### src/rtl/conv_window_gen.sv
// Streaming 3x3 window generator: two line buffers plus a 3x3 shift register; window registered 1 cycle after the accept; pix_ready drops while an unaccepted window is held.
// Define CONV_WINGEN_ZPAD_EN for 'same' zero padding (IMG_W*IMG_H windows, IMG_W+1 internal flush pixels per frame).
module conv_window_gen #(
   parameter int TOTAL_BITS = 16,
   parameter int IMG_W      = 28,
   parameter int IMG_H      = 28
) (
   input  logic                    clk,
   input  logic                    rst,
   input  logic [TOTAL_BITS-1:0]   pix_in,
   input  logic                    pix_valid,
   output logic                    pix_ready,
   output logic [9*TOTAL_BITS-1:0] window_out,
   output logic                    win_valid,
   input  logic                    win_ready,
   output logic                    frame_done
);
   localparam int CW = $clog2(IMG_W);
   localparam int RW = $clog2(IMG_H);
   localparam logic [CW-1:0] COL_LAST = CW'(IMG_W - 1);
   localparam logic [RW-1:0] ROW_LAST = RW'(IMG_H - 1);

   typedef enum logic [1:0] {S_FILL, S_RUN, S_FLUSH} state_t;

   state_t                  state, state_d;
   logic [CW-1:0]           col, col_d;
   logic [RW-1:0]           row, row_d;
   logic [TOTAL_BITS-1:0]   lb0   [IMG_W];
   logic [TOTAL_BITS-1:0]   lb1   [IMG_W];
   logic [TOTAL_BITS-1:0]   win   [9];
   logic [TOTAL_BITS-1:0]   win_d [9];
   logic [9*TOTAL_BITS-1:0] wout_d;
   logic                    out_last;
   logic                    out_free;
   logic                    step;
   logic                    emit;
   logic                    is_last;
   logic [TOTAL_BITS-1:0]   pix_eff;

   assign out_free = !win_valid || win_ready;

`ifdef CONV_WINGEN_ZPAD_EN
   localparam int FW = $clog2(IMG_W + 1);
   localparam logic [FW-1:0] FLUSH_LAST = FW'(IMG_W);

   logic [FW-1:0] flush_cnt, flush_d;
   logic [CW-1:0] ccol;
   logic [RW-1:0] crow;

   // Flush pixels are injected internally whenever the output register is free.
   assign pix_ready = out_free && (state != S_FLUSH);
   assign step      = (state == S_FLUSH) ? out_free : (pix_valid && pix_ready);
   assign pix_eff   = (state == S_FLUSH) ? '0 : pix_in;
   assign emit      = step && (state != S_FILL);
   assign is_last   = (crow == ROW_LAST) && (ccol == COL_LAST);
`else
   assign pix_ready = out_free;
   assign step      = pix_valid && pix_ready;
   assign pix_eff   = pix_in;
   assign emit      = step && (state == S_RUN);
   assign is_last   = (row == ROW_LAST) && (col == COL_LAST);
`endif

   always_comb begin
      for (int r = 0; r < 3; r++) begin
         win_d[3*r]   = win[3*r+1];
         win_d[3*r+1] = win[3*r+2];
      end
      win_d[2] = lb1[col];
      win_d[5] = lb0[col];
      win_d[8] = pix_eff;
   end

   always_comb begin
      wout_d = '0;
      for (int i = 0; i < 9; i++) begin
         wout_d[(8-i)*TOTAL_BITS +: TOTAL_BITS] = win_d[i];
`ifdef CONV_WINGEN_ZPAD_EN
         // Taps outside the image around the centre (crow, ccol) read as zero.
         if ((i < 3 && crow == '0) || (i > 5 && crow == ROW_LAST) ||
             (i % 3 == 0 && ccol == '0) || (i % 3 == 2 && ccol == COL_LAST))
            wout_d[(8-i)*TOTAL_BITS +: TOTAL_BITS] = '0;
`endif
      end
   end

   always_comb begin
      state_d = state;
      col_d   = col;
      row_d   = row;
`ifdef CONV_WINGEN_ZPAD_EN
      flush_d = flush_cnt;
`endif
      if (step) begin
         if (col == COL_LAST) begin
            col_d = '0;
            row_d = (row == ROW_LAST) ? '0 : row + 1'b1;
         end else begin
            col_d = col + 1'b1;
         end
`ifdef CONV_WINGEN_ZPAD_EN
         case (state)
            S_FILL:  if (row == RW'(1) && col == '0) state_d = S_RUN;
            S_RUN:   if (row == ROW_LAST && col == COL_LAST) begin
                        state_d = S_FLUSH;
                        flush_d = '0;
                     end
            S_FLUSH: begin
                        flush_d = flush_cnt + 1'b1;
                        if (flush_cnt == FLUSH_LAST) begin
                           state_d = S_FILL;
                           col_d   = '0;
                           row_d   = '0;
                        end
                     end
            default: state_d = S_FILL;
         endcase
`else
         case (state)
            S_FILL:  if (row >= RW'(2) && col == CW'(1)) state_d = S_RUN;
            S_RUN:   if (col == COL_LAST) state_d = S_FILL;
            default: state_d = S_FILL;
         endcase
`endif
      end
   end

   // Line buffers and the window shift register need no reset.
   always_ff @(posedge clk) begin
      if (step) begin
         lb1[col] <= lb0[col];
         lb0[col] <= pix_eff;
         win      <= win_d;
      end
   end

   always_ff @(posedge clk) begin
      if (rst) begin
         state      <= S_FILL;
         col        <= '0;
         row        <= '0;
         window_out <= '0;
         win_valid  <= 1'b0;
         frame_done <= 1'b0;
         out_last   <= 1'b0;
`ifdef CONV_WINGEN_ZPAD_EN
         flush_cnt  <= '0;
         ccol       <= '0;
         crow       <= '0;
`endif
      end else begin
         state      <= state_d;
         col        <= col_d;
         row        <= row_d;
         frame_done <= win_valid && win_ready && out_last;
         if (emit) begin
            window_out <= wout_d;
            win_valid  <= 1'b1;
            out_last   <= is_last;
         end else if (win_ready) begin
            win_valid  <= 1'b0;
         end
`ifdef CONV_WINGEN_ZPAD_EN
         flush_cnt <= flush_d;
         if (emit) begin
            if (ccol == COL_LAST) begin
               ccol <= '0;
               crow <= (crow == ROW_LAST) ? '0 : crow + 1'b1;
            end else begin
               ccol <= ccol + 1'b1;
            end
         end
`endif
      end
   end
endmodule

### config.mk
export PLATFORM = sky130hd
export DESIGN_NAME = conv_window_gen
export DESIGN_NICKNAME = d
export VERILOG_FILES = /design/src/rtl/conv_window_gen.sv
export SDC_FILE = /design/constraint.sdc
export NUM_CORES = 1
export LEC_CHECK = 0
export CAP_MARGIN = 20
export CORE_MARGIN = 2
export CORE_UTILIZATION = 60
export CTS_BUF_LIST = sky130_fd_sc_hd__clkbuf_16
export CTS_CLUSTER_DIAMETER = 50
export DETAILED_ROUTE_END_ITERATION = 10
export PLACE_DENSITY_LB_ADDON = 0.05
export SLEW_MARGIN = 15
export SYNTH_ARGS = -nofsm -noshare
export SYNTH_HDL_FRONTEND = slang
export SYNTH_SLANG_ARGS = --single-unit
### constraint.sdc
create_clock -name clk -period 9.21 [get_ports clk]
set_input_delay 1.842 -clock clk [delete_from_list [all_inputs] [get_ports clk]]
set_output_delay 1.842 -clock clk [all_outputs]
set_load 0.05 [all_outputs]
* Word level (Yosys, flattened, before mapping)
Memories as Yosys holds them, arrays and structs flattened. A register that Yosys moved wholly into a read port is not among the register bits.
Index checks and enable logic that the tools add are counted.
** Storage, ports and cells
- Output and inout port bits :: 147
- Latch bits :: 0
- Bits in read-only memories :: 0
- RAM bits :: 896
- Input port bits :: 20
- Word-level logic and storage cells :: 49
- Memories :: 2
- Bits in registers :: 255
** Operators by class
- Magnitude comparators :: 1
- Equality and inequality tests :: 6
- Divide/modulo/power cells :: 0
- Shift operators :: 0
- $add $sub $neg :: 2
- Multiply operators :: 0
- Bitwise logic cells :: 0
- Reductions and logical operators :: 12
- Multiplexer cells :: 13
** Memory list
- lb0 :: words 28, width 16, rd ports 1, clocked after memory_dff 1, write ports 1, RTL line 28 : logic [TOTAL_BITS-1:0] lb0 [IMG_W];
- lb1 :: words 28, width 16, rd ports 1, clocked after memory_dff 1, write ports 1, RTL line 29 : logic [TOTAL_BITS-1:0] lb1 [IMG_W];
** Operator list (count)
- 2-to-1 mux 5 bit :: 6
- adder 5 x 1 -> 5 bit, second input constant :: 2
- equality test 5 bit, second input constant :: 2
- logical AND 1 bit :: 6
- equality test 5 x 1 -> 1 bit, second input constant :: 1
- greater-or-equal comparator 5 x 2 -> 1 bit, second input constant :: 1
- 2-to-1 mux 1 bit :: 4
- 2-to-1 mux 2 bit :: 2
- case mux 2 bit (2 select lines) :: 1
- AND reduction 3 bit :: 1
- equality test 2 x 1 -> 1 bit, second input constant :: 1
- logical NOT 2 bit :: 1
- inequality test 2 x 1 -> 1 bit, second input constant :: 1
- inequality test 2 bit, second input constant :: 1
- AND reduction 2 bit :: 1
- nonzero test 2 bit :: 1
- logical NOT 1 bit :: 1
- logical OR 1 bit :: 1

* Depth between registers and ports, before layout
Gate-level depths: netlist of run 1.
- Word-level depth :: 5
- Mapped depth :: 8
- Gate-level depth less buffers :: 6

* Least setup slack after synthesis of run 1
No wires, ideal clock.
- Path type :: in2reg
- From :: input win_ready
- To :: memory lb0[15][0] (enable)
- Required time :: 8.789 ns
- Library setup time :: 0.421 ns
- Data arrival time :: 7.710 ns
- Stages on the path :: 5
- Slack :: 1.079 ns
- Path buffers :: 1
- Cells stage by stage :: nand2b_1 > and2_1 > clkbuf_1 > nand2_1 > nor2_1
** On the way
- Cells in the longest elaborated chain, start to end :: 4
** RTL lines
- start, declared :: RTL line 15 : input logic win_ready,
- logical OR 1 bit :: RTL line 40 : assign out_free = !win_valid || win_ready;
- logical AND 1 bit :: RTL line 58 : assign step = pix_valid && pix_ready;
- named net step :: RTL line 35 : logic step;
- 2-to-1 mux 1 bit :: RTL line 130 : if (step) begin
- 2-to-1 mux 1 bit (implied by the code) :: RTL line 132 : lb0[col] <= pix_eff;
- end, declared :: RTL line 28
The timed path passes the listed nets, and every way through them passes these cells.

* Worst setup path in the final report of run 1
- From :: input win_ready
- To :: output pix_ready
** On the way
- Cells in the longest elaborated chain, start to end :: 1
** RTL lines
- logical OR 1 bit :: RTL line 40
- end, declared :: RTL line 12 : output logic pix_ready,
No other way between the ends.

==> results.md, run 1 <==
* Final hold vios at 0
* Clk_skew at 32.6 ps
* Layout area overhead at 15.0%
* Filler instances at 4671
* PortBufs at 166
* Clk sinks at about 1200
* Layout Nets at between 2000 and 3000
* Cell chain of the critical path: clkdlybuf4s50_1 > nand2b_1 > clkdlybuf4s50_1
* GRT Total Usage at 0.294
* Starting Density at 0.608
* Die X at about 270 um
* Most frequent cells in the layout: edfxtp_1 (992), mux2i_1 (432), nand2_1 (282)
* Deepest clock path buffer count at 3
* FP Rows at between 90 and 100
* Final period utilization at 0.563
* Via count of the first global-routing pass at 23200
* Htree depth at 3
* Placer Congestion at 0.861
* Initial antenna violation count at 1
* Critical R2R Capture: lb1[6][4]$_DFFE_PP_
* Startpoint Class: input port
* Area fraction of the dominant cell type after synthesis at 0.684
* DP Wirelength at between 60000 and 70000 um
* Yosys warns at 0
* Average routed wire per standard cell at ~28 um
* Final setup viols at 0
* Sum Neg Setup Slack at 0 ps
* Post_cts resized at 0
* Num CTS Buffers at 116
* Post-placement cell count at about 3700
* Post-CTS Setup Inserts at 0
* Clk_lat worst skew at a little under 700 ps
* Synth Register Bits at about 1200
* Power Total at between 10 and 15 mW
* Pleak at approximately 16 nW
* Status: completed
* Antenna-violating nets left at 0
* Hold-fix buffers, CTS at 0
* Worst EP required at approximately 7400 ps
* Rel. slew slack at 0.245
* Upper clock frequency limit at between 0.15 and 0.2 GHz
* CTS tree: yes
* RSZ-0062 raised after global routing: no
* Vias per Instance at around 6.2
* Post-synthesis async set-or-reset flop share at 0
* CP max stage cell: clkdlybuf4s50_1
* Die Ht at between 200 and 300 um
* Max Slew Vio Count at 0
* Final wirelength at 110000 um
* Dominant cells by area after synthesis: edfxtp_1 (68%), mux2i_1 (9.9%), dfxtp_1 (7.5%)
* Crit path top cell by count: clkdlybuf4s50_1
* First-pass GRT wire length at about 160000 um
* Num ports at ~170
* DR iter-0 viols at about 3000
* Max-cap violations at 0
* Unique cell type count in the Yosys netlist at between 40 and 50
* Prevailing post-synth register cell: edfxtp_1
* Via count at between 20000 and 25000
* Cell taking the most area after synthesis: edfxtp_1
* Actual slew at the worst max-slew pin at 1130 ps
* Critical path's largest stage delay at 830 ps
* Residual DRC count at 0
* Crit path DAT at around 3300 ps
* Total grt overflow at 0
* Die area at roughly 0.075 mm^2
* Worst r2r path cells at 7
* Reg clk slew, reported paths at about 60 ps
* Reg2reg setup slack at about 4600 ps
* Crit. End Element: primary output
* Most common cell after layout, fill and taps aside: edfxtp_1
* Setup CP Type: input port to primary output
* Layout cells sized above 1 at 0.108
* Critical Path End: pix_ready
* Hold WC Path Type: flop to flop
* Syn Inst Count at between 2000 and 3000
* Pwr dens at approximately 220 mW/mm^2
* Synth Area per Inst at roughly 16 um^2
* Seq/Total Area, Yosys at 0.759
* Clk root buf: clkbuf_16
* Tmin final at 5180 ps
* Core ar. at 0.0716 mm^2
* EDFF count, synth at 992
* Final Core Density at 0.699
* Largest net degree at the start of global routing at 115
* Worst vdd ir at ~170 uV
* Mapped Area at approximately 0.044 mm^2
* CP startpoint: win_ready
* DR pass1 iterations at 8
* Post-Syn Nets at between 2000 and 3000
* Finished Layout Cells at 3912
* Critical Path Fanout Max at 5
worst min path at each step:
stage	start	endpoint	depth (start not counted)
after floorplan	win[96]$_DFFE_PP_	win[112]$_DFFE_PP_	0
after global placement	win[8]$_DFFE_PP_	win[24]$_DFFE_PP_	0
after detailed placement	win[102]$_DFFE_PP_	win[118]$_DFFE_PP_	0
after CTS	win[104]$_DFFE_PP_	win[120]$_DFFE_PP_	0
after global routing	win[52]$_DFFE_PP_	win[68]$_DFFE_PP_	0
final	win[97]$_DFFE_PP_	win[113]$_DFFE_PP_	0
where the power goes:
group,internal (mW),switching [mW],leakage [nW]
clock,2.67,1.96,1.93
sequential,5.85,0.0411,10.3
combinational,0.192,0.538,3.72
total,8.70,2.54,16.0
cell usage after synthesis, types with 15 or more instances:
cell type  number
o21ai_0        18
o21bai_1       17
nor3b_1        15
o22a_1         15
buf_2          23
dfxtp_1       163
mux2_2         17
nand3_1        68
mux2i_1       432
a21oi_1       212
nand2_1       283
clkbuf_1       95
a211o_1        17
a311oi_2       15
a41oi_1        17
a21o_1         15
buf_4          35
nor2_1         42
a22oi_1       144
edfxtp_1      992
layer usage:
metal / GRT usage / up-vias / share of wire
met5: 0 / - / 0
met1: 0.434 / 12300 / 0.41
li1: - / 10700 / -
met2: 0.449 / 1168 / 0.46
met4: 0.105 / 0 / 0.034
met3: 0.0496 / 131 / 0.094
state kept, by name, indices dropped and copies added (netlist names), 5 cells and up, named ones only:
signal      cells
window_out    144
lb0           448
win            96
col             5
row             5
lb1           448
cell families (layout without fill, tap and decap cells):
logic type | count (synthesis) | in the layout | share of synthesized area
buffers and inverters | 169 | 434 | 0.0186
AND/OR/NAND/NOR | 439 | 439 | 0.0436
multiplexers | 449 | 449 | 0.104
XOR/XNOR | 5 | 5 | 0.00101
other | 0 | 2 | 0
flip-flops | 1155 | 1155 | 0.759
adder cells (fa/ha/maj) | 6 | 6 | 0.00172
AO/OA/AOI/OAI | 472 | 472 | 0.0722
critical path: cells and delay by family:
family                 cells  cell delay [ps]
buffers and inverters      2             1300
AND/OR/NAND/NOR            1              200
layout make-up:
cell class              count  area, um^2  share of cell area
clock inverters           102         837              0.0167
flip-flops and latches   1155       33100               0.660
diodes                      2        5.00           0.0000999
clock buffers             118        2950              0.0590
multi-input cells        1371       10000               0.200
inverters                   5        18.8            0.000375
repair buffers            209        2000              0.0400
well taps                 950        1190              0.0237
metrics by stage:
| stage | worst slack (ps) | instance area (um^2) | hold WS [ps] |
|---|---|---|---|
| floorplan | 1080 | 43500 | 426 |
| global placement | 3990 | 46200 | 429 |
| detailed placement | 3960 | 46200 | 434 |
| CTS | 4030 | 50000 | 447 |
| global route | 3970 | 50100 | 454 |
| finish | 4030 | 50100 | 448 |
(Power assumes the default switching activity.)
==> run 2: changes to the inputs <==
==> constraint.sdc (replaced) <==
create_clock -name clk -period 5.2 [get_ports clk]
set_input_delay 1.04 -clock clk [delete_from_list [all_inputs] [get_ports clk]]
set_output_delay 1.04 -clock clk [all_outputs]
set_load 0.05 [all_outputs]
==> run 2 against run 1 <==
Count of clock-buffer cells in the layout rose by 4. Total power increased by 72%. Sequential share of layout area shrank 0.48 points. Critical path type unchanged. Critical endpoint unchanged. Largest power group unchanged.
==> results.md, run 2 (same netlist as run 1, synthesis figures left out) <==
* Placer Congestion at slightly above 0.8
* Die X at 273 um
* Deepest clock path buffer count at 3
* Htree depth at 3
* Layout area overhead at 15.9%
* Clk root buf: clkbuf_16
* Max-cap violations at 0
* Num CTS Buffers at ~120
* Num ports at 167
* DP Wirelength at 63100 um
* Pwr dens at around 380 mW/mm^2
* Top flop regs: lb0 (448), lb1 (448), window_out (144)
* GRT Total Usage at 0.288
* Clk_lat worst skew at 660 ps
* Critical Path Fanout Max at 5
* First-pass GRT wire length at around 160000 um
* Initial antenna violation count at 4
* FP Rows at between 90 and 100
* Max Slew Vio Count at 0
* Average routed wire per standard cell at ~27 um
* Worst vdd ir at approximately 280 uV
* Final setup margin at ~1600 ps
* Hold WC Path Type: flop to flop
* Critical Path End: pix_ready
* Hold-fix buffers, CTS at 0
* Critical R2R Capture: lb1[8][1]$_DFFE_PP_
* Clk sinks at roughly 1200
* Upper clock frequency limit at 0.275 GHz
* Post_cts resized at 0
* Most frequent cells in the layout: edfxtp_1 (992), mux2i_1 (432), nand2_1 (282)
* Rel. slew slack at 0.260
* CTS tree: yes
* Worst r2r path cells at 7
* Status: completed
* Power Total at around 19 mW
* Via count of the first global-routing pass at about 24000
* Die area at 0.0747 mm^2
* DR pass1 iterations at 6
* Residual DRC count at 0
* Core ar. at about 0.072 mm^2
* Vias per Instance at between 6 and 7
* Most common cell after layout, fill and taps aside: edfxtp_1
* Largest net degree at the start of global routing at 120
* Startpoint Class: input port
* Final setup viols at 0
* Worst EP required at about 4200 ps
* Layout cells sized above 1 at 0.113
* DR iter-0 viols at around 2600
* Reg clk slew, reported paths at around 60 ps
* Starting Density at 0.608
* CP startpoint: win_ready
* Post-CTS Setup Inserts at 0
* Reg2reg setup slack at ~1800 ps
* Final period utilization at 0.699
* Place WS at around 1300 ps
* Total grt overflow at 0
* Clk_skew at between 15 and 20 ps
* Pleak at 16.2 nW
* Final hold vios at 0
* Antenna-violating nets left at 0
* Via count at approximately 25000
* Final Core Density at 0.704
* Tmin final at 3640 ps
* PortBufs at ~170
* Final wirelength at roughly 110000 um
* Setup CP Type: input port to primary output
* Crit. End Element: primary output
* Die Ht at ~270 um
* RSZ-0062 raised after global routing: no
* Actual slew at the worst max-slew pin at between 1000 and 1500 ps
* Crit path DAT at around 2600 ps
* Layout Nets at 2937
[run 2: changes by cell type in the layout (fill, tap and decap cells not counted), moves of 8 or more]
cell / delta
bufinv_16: -10
clkinv_2: -10
nand3_1: +8
nand3_2: -8
inv_1: +13
buf_12: +14
buf_4: +36
[run 2: critical path, stage by stage]
cell and delay, ps:
clkdlybuf4s50_1 470, nand2b_1 240, clkdlybuf4s50_1 850
[run 2: per-stage QoR]
step                      hold slack [ps]  cell area, um^2  setup TNS, ps  cells
after floorplan                       426            43500        -143780   2695
after global placement                431            46800              0   3739
after detailed placement              431            46900              0   3741
after CTS                             447            50400              0   3958
after global routing                  459            50400              0   3959
final                                 447            50400              0   3960
[run 2: worst min path at each step]
| stage | cells past startpoint | from | slack (ps) | endpoint |
|---|---|---|---|---|
| floorplan | 0 | win[96]$_DFFE_PP_ | 430 | win[112]$_DFFE_PP_ |
| global placement | 0 | win[110]$_DFFE_PP_ | 430 | win[126]$_DFFE_PP_ |
| detailed placement | 0 | win[14]$_DFFE_PP_ | 430 | win[30]$_DFFE_PP_ |
| CTS | 0 | win[14]$_DFFE_PP_ | 450 | win[30]$_DFFE_PP_ |
| global route | 0 | win[103]$_DFFE_PP_ | 460 | win[119]$_DFFE_PP_ |
| finish | 0 | win[7]$_DFFE_PP_ | 450 | win[23]$_DFFE_PP_ |
[run 2: area by class of cell]
cell class / count / area [um^2]
fillers: 4687 / 21200
flip-flops and latches: 1155 / 33100
multi-input cells: 1371 / 9980
well taps: 950 / 1190
clock buffers: 122 / 3050
clock inverters: 95 / 512
repair buffers: 261 / 2630
inverters: 5 / 18.8
diodes: 1 / 2.50
[run 2: metal layers]
layer  GRT usage  part of all wire  up-vias
li1            -                 -    10800
met1       0.415              0.42    12500
met2       0.464              0.48     1023
met3      0.0436             0.081      135
met4      0.0768             0.022        2
met5           0           0.00017        -
[run 2: report_power, final]
group	internal, mW	switching [mW]	leakage, nW
Sequential	10.3	0.0807	10.3
Combinational	0.375	0.809	4.01
Clock	4.32	3.38	1.87
Total	15.0	4.27	16.2
